## config.mk

```make
export PLATFORM = sky130hd
export DESIGN_NAME = bram_fifo
export DESIGN_NICKNAME = d
export VERILOG_FILES = /design/src/rtl/bram_fifo_pkg.sv /design/src/rtl/fifo_ptr.sv /design/src/rtl/bram_fifo.sv
export SDC_FILE = /design/constraint.sdc
export NUM_CORES = 1
export LEC_CHECK = 0
export BUFFER_PORTS_ARGS = -buffer_cell sky130_fd_sc_hd__buf_2
export CORE_MARGIN = 4
export CORE_UTILIZATION = 39
export DETAILED_ROUTE_END_ITERATION = 7
export GPL_TIMING_DRIVEN = 0
export PLACE_DENSITY_LB_ADDON = 0.3
export SLEW_MARGIN = 20
export SYNTH_ARGS = -nofsm -noshare
export SYNTH_HDL_FRONTEND = slang
export SYNTH_SLANG_ARGS = --single-unit
```

## constraint.sdc

```tcl
create_clock -name i_clk -period 4 [get_ports i_clk]
set_input_delay 0.6 -clock i_clk [delete_from_list [all_inputs] [get_ports i_clk]]
set_output_delay 0.6 -clock i_clk [all_outputs]
set_load 0.01 [all_outputs]
```

## src/rtl/bram_fifo_pkg.sv

```systemverilog
// Shared constants for the BRAM-backed first-word-fall-through FIFO.
package bram_fifo_pkg;

    localparam int DEF_ADDR_SZ = 8;
    localparam int DEF_DATA_SZ = 16;
    localparam int DEPTH       = 2 ** DEF_ADDR_SZ;
    localparam int PTR_SZ      = DEF_ADDR_SZ + 1;

endpackage

```

## src/rtl/fifo_ptr.sv

```systemverilog
// FIFO pointer: W-bit wrapping counter with async active-low reset and increment enable.
module fifo_ptr
    import bram_fifo_pkg::*;
#(
    parameter int W = PTR_SZ
) (
    input  logic         i_clk,
    input  logic         i_rst_n,
    input  logic         i_inc,
    output logic [W-1:0] o_cnt
);

    always_ff @(posedge i_clk or negedge i_rst_n) begin
        if (!i_rst_n) begin
            o_cnt <= '0;
        end else if (i_inc) begin
            o_cnt <= o_cnt + W'(1);
        end
    end

endmodule

```

## src/rtl/bram_fifo.sv

```systemverilog
// First-word-fall-through FIFO controller driving an external 256x16 dual-port BRAM.
// Optional high-water mark on o_hwm is enabled by defining BRAM_FIFO_HWM_EN.
module bram_fifo
    import bram_fifo_pkg::*;
#(
    parameter int ADDR_SZ = DEF_ADDR_SZ,
    parameter int DATA_SZ = DEF_DATA_SZ
) (
    input  logic               i_clk,
    input  logic               i_rst_n,
    input  logic               i_valid,
    output logic               o_ready,
    input  logic [DATA_SZ-1:0] i_data,
    output logic               o_valid,
    input  logic               i_ready,
    output logic [DATA_SZ-1:0] o_data,
    output logic [ADDR_SZ:0]   o_level,
    output logic [ADDR_SZ:0]   o_hwm,
    output logic               o_bram_wr_en,
    output logic [ADDR_SZ-1:0] o_bram_waddr,
    output logic [DATA_SZ-1:0] o_bram_wdata,
    output logic               o_bram_rd_en,
    output logic [ADDR_SZ-1:0] o_bram_raddr,
    input  logic [DATA_SZ-1:0] i_bram_rdata
);

    localparam int PTR_W = ADDR_SZ + 1;
    localparam logic [PTR_W-1:0] FULL_CNT = PTR_W'(2 ** ADDR_SZ);

    logic [PTR_W-1:0] wptr;
    logic [PTR_W-1:0] rptr;
    logic [PTR_W-1:0] stored;
    logic             push;
    logic             pop_issue;

    fifo_ptr #(.W(PTR_W)) u_wptr (
        .i_clk   (i_clk),
        .i_rst_n (i_rst_n),
        .i_inc   (push),
        .o_cnt   (wptr)
    );

    fifo_ptr #(.W(PTR_W)) u_rptr (
        .i_clk   (i_clk),
        .i_rst_n (i_rst_n),
        .i_inc   (pop_issue),
        .o_cnt   (rptr)
    );

    assign stored  = wptr - rptr;
    assign o_ready = (stored != FULL_CNT);

    // Gating with i_rst_n keeps the BRAM from being written while reset is held.
    assign push      = i_valid & o_ready & i_rst_n;
    assign pop_issue = (stored != '0) & (!o_valid | i_ready);

    assign o_bram_wr_en = push;
    assign o_bram_waddr = wptr[ADDR_SZ-1:0];
    assign o_bram_wdata = i_data;
    assign o_bram_rd_en = pop_issue;
    assign o_bram_raddr = rptr[ADDR_SZ-1:0];

    // BRAM read data is registered and held while rd_en is low, so it is the head word.
    assign o_data = i_bram_rdata;

    always_ff @(posedge i_clk or negedge i_rst_n) begin
        if (!i_rst_n) begin
            o_valid <= 1'b0;
        end else begin
            o_valid <= pop_issue | (o_valid & !i_ready);
        end
    end

    assign o_level = stored + PTR_W'(o_valid);

`ifdef BRAM_FIFO_HWM_EN
    always_ff @(posedge i_clk or negedge i_rst_n) begin
        if (!i_rst_n) begin
            o_hwm <= '0;
        end else if (o_level > o_hwm) begin
            o_hwm <= o_level;
        end
    end
`else
    assign o_hwm = '0;
`endif

endmodule

```

==> results.toml <==
[outcome]
status = "completed"

[synthesis]
avgSynthCellArea_um2 = 8.994
synth_ff_type = "dfrtp_1"
synth_edf_count = 0
synth.distinct_cells = 46
synth_top_cell_area_share_pct = 23.71
yosysWarnings = 0
ys_ff_latch = 19
synthTopCellsByArea = "dfrtp_1, buf_4, ha_1"
synth_top_area_cell = "dfrtp_1"
synth_cells = 223
seq_area_frac_synth_pct = 23.71
async_flop_share_pct = 100.0
syn-cell-area_um2 = 2006

[clock_tree]
clock_path_buffers = 2
path_clk_slew_ns = 0.07
cts_hold_buf = 0
clock-root-buffer = "clkbuf_8"
clock_sinks = 19
h-tree-depth = 1
cts_tree = "built"
worstSkewPairLatency_ns = 0.25
cts_buffers = 3

[placement]
portBuffers = 64
post-dp-hpwl_mm = 3.463
place_ws_ns = 0.3546
place_congestion = 0.8954

[sta]
timing.fmax_mhz = 262.7
hold_viol = 0
setup_ws_ns = 0.1935
setup_viol = 0
maxSlewHeadroom_pct = 58.82
whs_ns = 0.2837
final.period_utilization_pct = 95.16
tightest_slew_ns = 0.6133
finClkSkew_ns = 0.001952
slew_violations = 0
fin_crit_ns = 3.806

[worst_setup_path]
cp.arrival_ns = 3.21
cp-end-kind = "output port"
path_class = "register to output port"
critPathMaxFanout = 5
critPathRequiredTime_ns = 3.40
start_kind = "register"

[layout]
layout-drive-gt1-share_pct = 47.06
final_cell_mix = "buf_4, buf_2, dfrtp_1, xor2_1"
syn2layout_area_growth_pct = 26.57
final_nets = 357
diodes = 0

[power]
p_int_w = 0.001138
power_density_nw_per_um2 = 890.5
combPwrFrac_pct = 77.7
pwr-share-clk_pct = 5.9
switching_share_pct = 49.65
netSwitchingPower_w = 0.001122
ir_drop_uv = 618.3
power.leakage_nw = 1.336
p_seq_share_pct = 16.5

[grt]
grt_antenna_before_repair = 0
grtUsageTotal_pct = 12.99
grt.overflow.total = 0
grt_pass1_wl_mm = 6.679
grt_pass1_vias = 1509
grt_max_degree = 22

[drt]
routedWlPerCell_um = 11.36
drc_errors = 0
drt_first_iter_violations = 48
num_vias = 1687
wirelength_mm = 4.238
dr.pass1.iters = 4
antenna_left = 0
viasPerCell = 4.523

[die]
core_region_area_um2 = 4848
io_pins = 106
dieArea_um2 = 6354
die_w_um = 79.71
start_util_pct = 41.37
fp-row-count = 25
die_h_um = 79.71

[run]
drv_cap = 0

[worst_hold_path]
hp-class = "input pin to asynchronous set/reset pin"
==> synth_stat cells, types with 2 or more instances <==
master	n
o211ai_1	2
nand4b_1	2
nor2b_1	3
or4_1	2
nor2_1	9
nor3_1	4
dfrtp_1	19
and3b_1	2
nand3_1	13
and3_1	2
xnor2_1	11
nand4_1	3
o21ai_0	3
a21oi_1	6
nor3b_1	4
nand2b_1	2
nor4_1	7
nand2_1	6
xor2_1	17
or3_1	2
inv_1	11
ha_1	13
buf_4	57
==> cell type report <==
cell class	count	area (um2)
multi-input cells	141	1071
well taps	67	83.83
fillers	456	2310
plain buffers	60	447.9
clock inverters	1	5.005
clock buffers	3	41.29
inverters	11	41.29
flip-flops and latches	19	475.5
repair buffers	71	372.9
==> logic make-up after synthesis <==
| kind of cell | after synthesis | synth area share (%) |
|---|---|---|
| AO/OA/AOI/OAI | 17 | 6.363 |
| XOR/XNOR | 28 | 12.23 |
| adder cells (fa/ha/maj) | 14 | 9.108 |
| buffers and inverters | 71 | 24.39 |
| flip-flops | 19 | 23.71 |
| multiplexers | 3 | 1.809 |
| other | 1 | 0.1870 |
| AND/OR/NAND/NOR | 70 | 22.21 |
==> per-stage QoR <==
stage / util (%) / TNS [ns] / power [W] / cell area (um2) / instances
floorplan: - / 0 / 0.001655 / 2036 / 231
global placement: 50.32 / 0 / 0.002098 / 2440 / 362
detailed placement: 50.32 / 0 / 0.002133 / 2440 / 362
CTS: 51.28 / 0 / 0.002278 / 2486 / 366
global route: 52.36 / -0.01457 / 0.002466 / 2539 / 373
finish: 52.36 / 0 / 0.002261 / 2539 / 373
==> state kept, by name (all words and copies together), names as in the netlist <==
signal        count
u_rptr.o_cnt      9
u_wptr.o_cnt      9
o_valid           1
==> layer usage <==
layer	up-vias	track usage (%)	part of all wire, %
met5	-	0	0
met4	0	4.296	0.92
met2	70	20.62	45
li1	870	-	-
met3	4	2.257	7.8
met1	743	17.77	46
==> power by group through the flow <==
stage                     Sequential (W)  Clock (W)  Combinational [W]
after detailed placement        0.000375          0            0.00176
after global placement          0.000375          0            0.00172
after global routing            0.000390   0.000144            0.00193
final                           0.000372   0.000133            0.00176
after floorplan                 0.000344          0            0.00131
after CTS                       0.000373   0.000137            0.00177
==> what timing repair did <==
| item | 4_1_cts | 5_1_grt |
|---|---|---|
| endpoints found under the setup margin | 0 | 2 |
| hold endpoints to repair | 0 | 0 |
| setup buffers | 0 | 7 |
| gates resized for setup | 0 | 1 |
==> path summary, 6_finish.rpt <==
path / from / end / slack, ns / depth (start not counted)
hold reg to reg: u_rptr.o_cnt[8] / u_rptr.o_cnt[8] / 0.49 / 1
max in group asynchronous: i_rst_n / u_rptr.o_cnt[6] / 3.41 / 1
min in group i_clk: u_rptr.o_cnt[8] / u_rptr.o_cnt[8] / 0.49 / 1
setup reg to reg: u_wptr.o_cnt[0] / u_wptr.o_cnt[6] / 0.74 / 12
setup / recovery: u_wptr.o_cnt[0] / o_bram_wr_en / 0.19 / 11
hold / removal: i_rst_n / u_wptr.o_cnt[5] / 0.28 / 1
==> worst max-delay path, cell delays in order, from the launching register on <==
cell,delay (ns)
dfrtp_1,0.44
inv_2,0.12
ha_1,0.15
inv_1,0.05
fa_1,0.42
a211oi_1,0.32
nor2_1,0.10
xor2_1,0.21
or4b_4,0.59
nor3b_4,0.33
nor2_4,0.07
buf_2,0.15
Power figures use the tool's default switching activity.
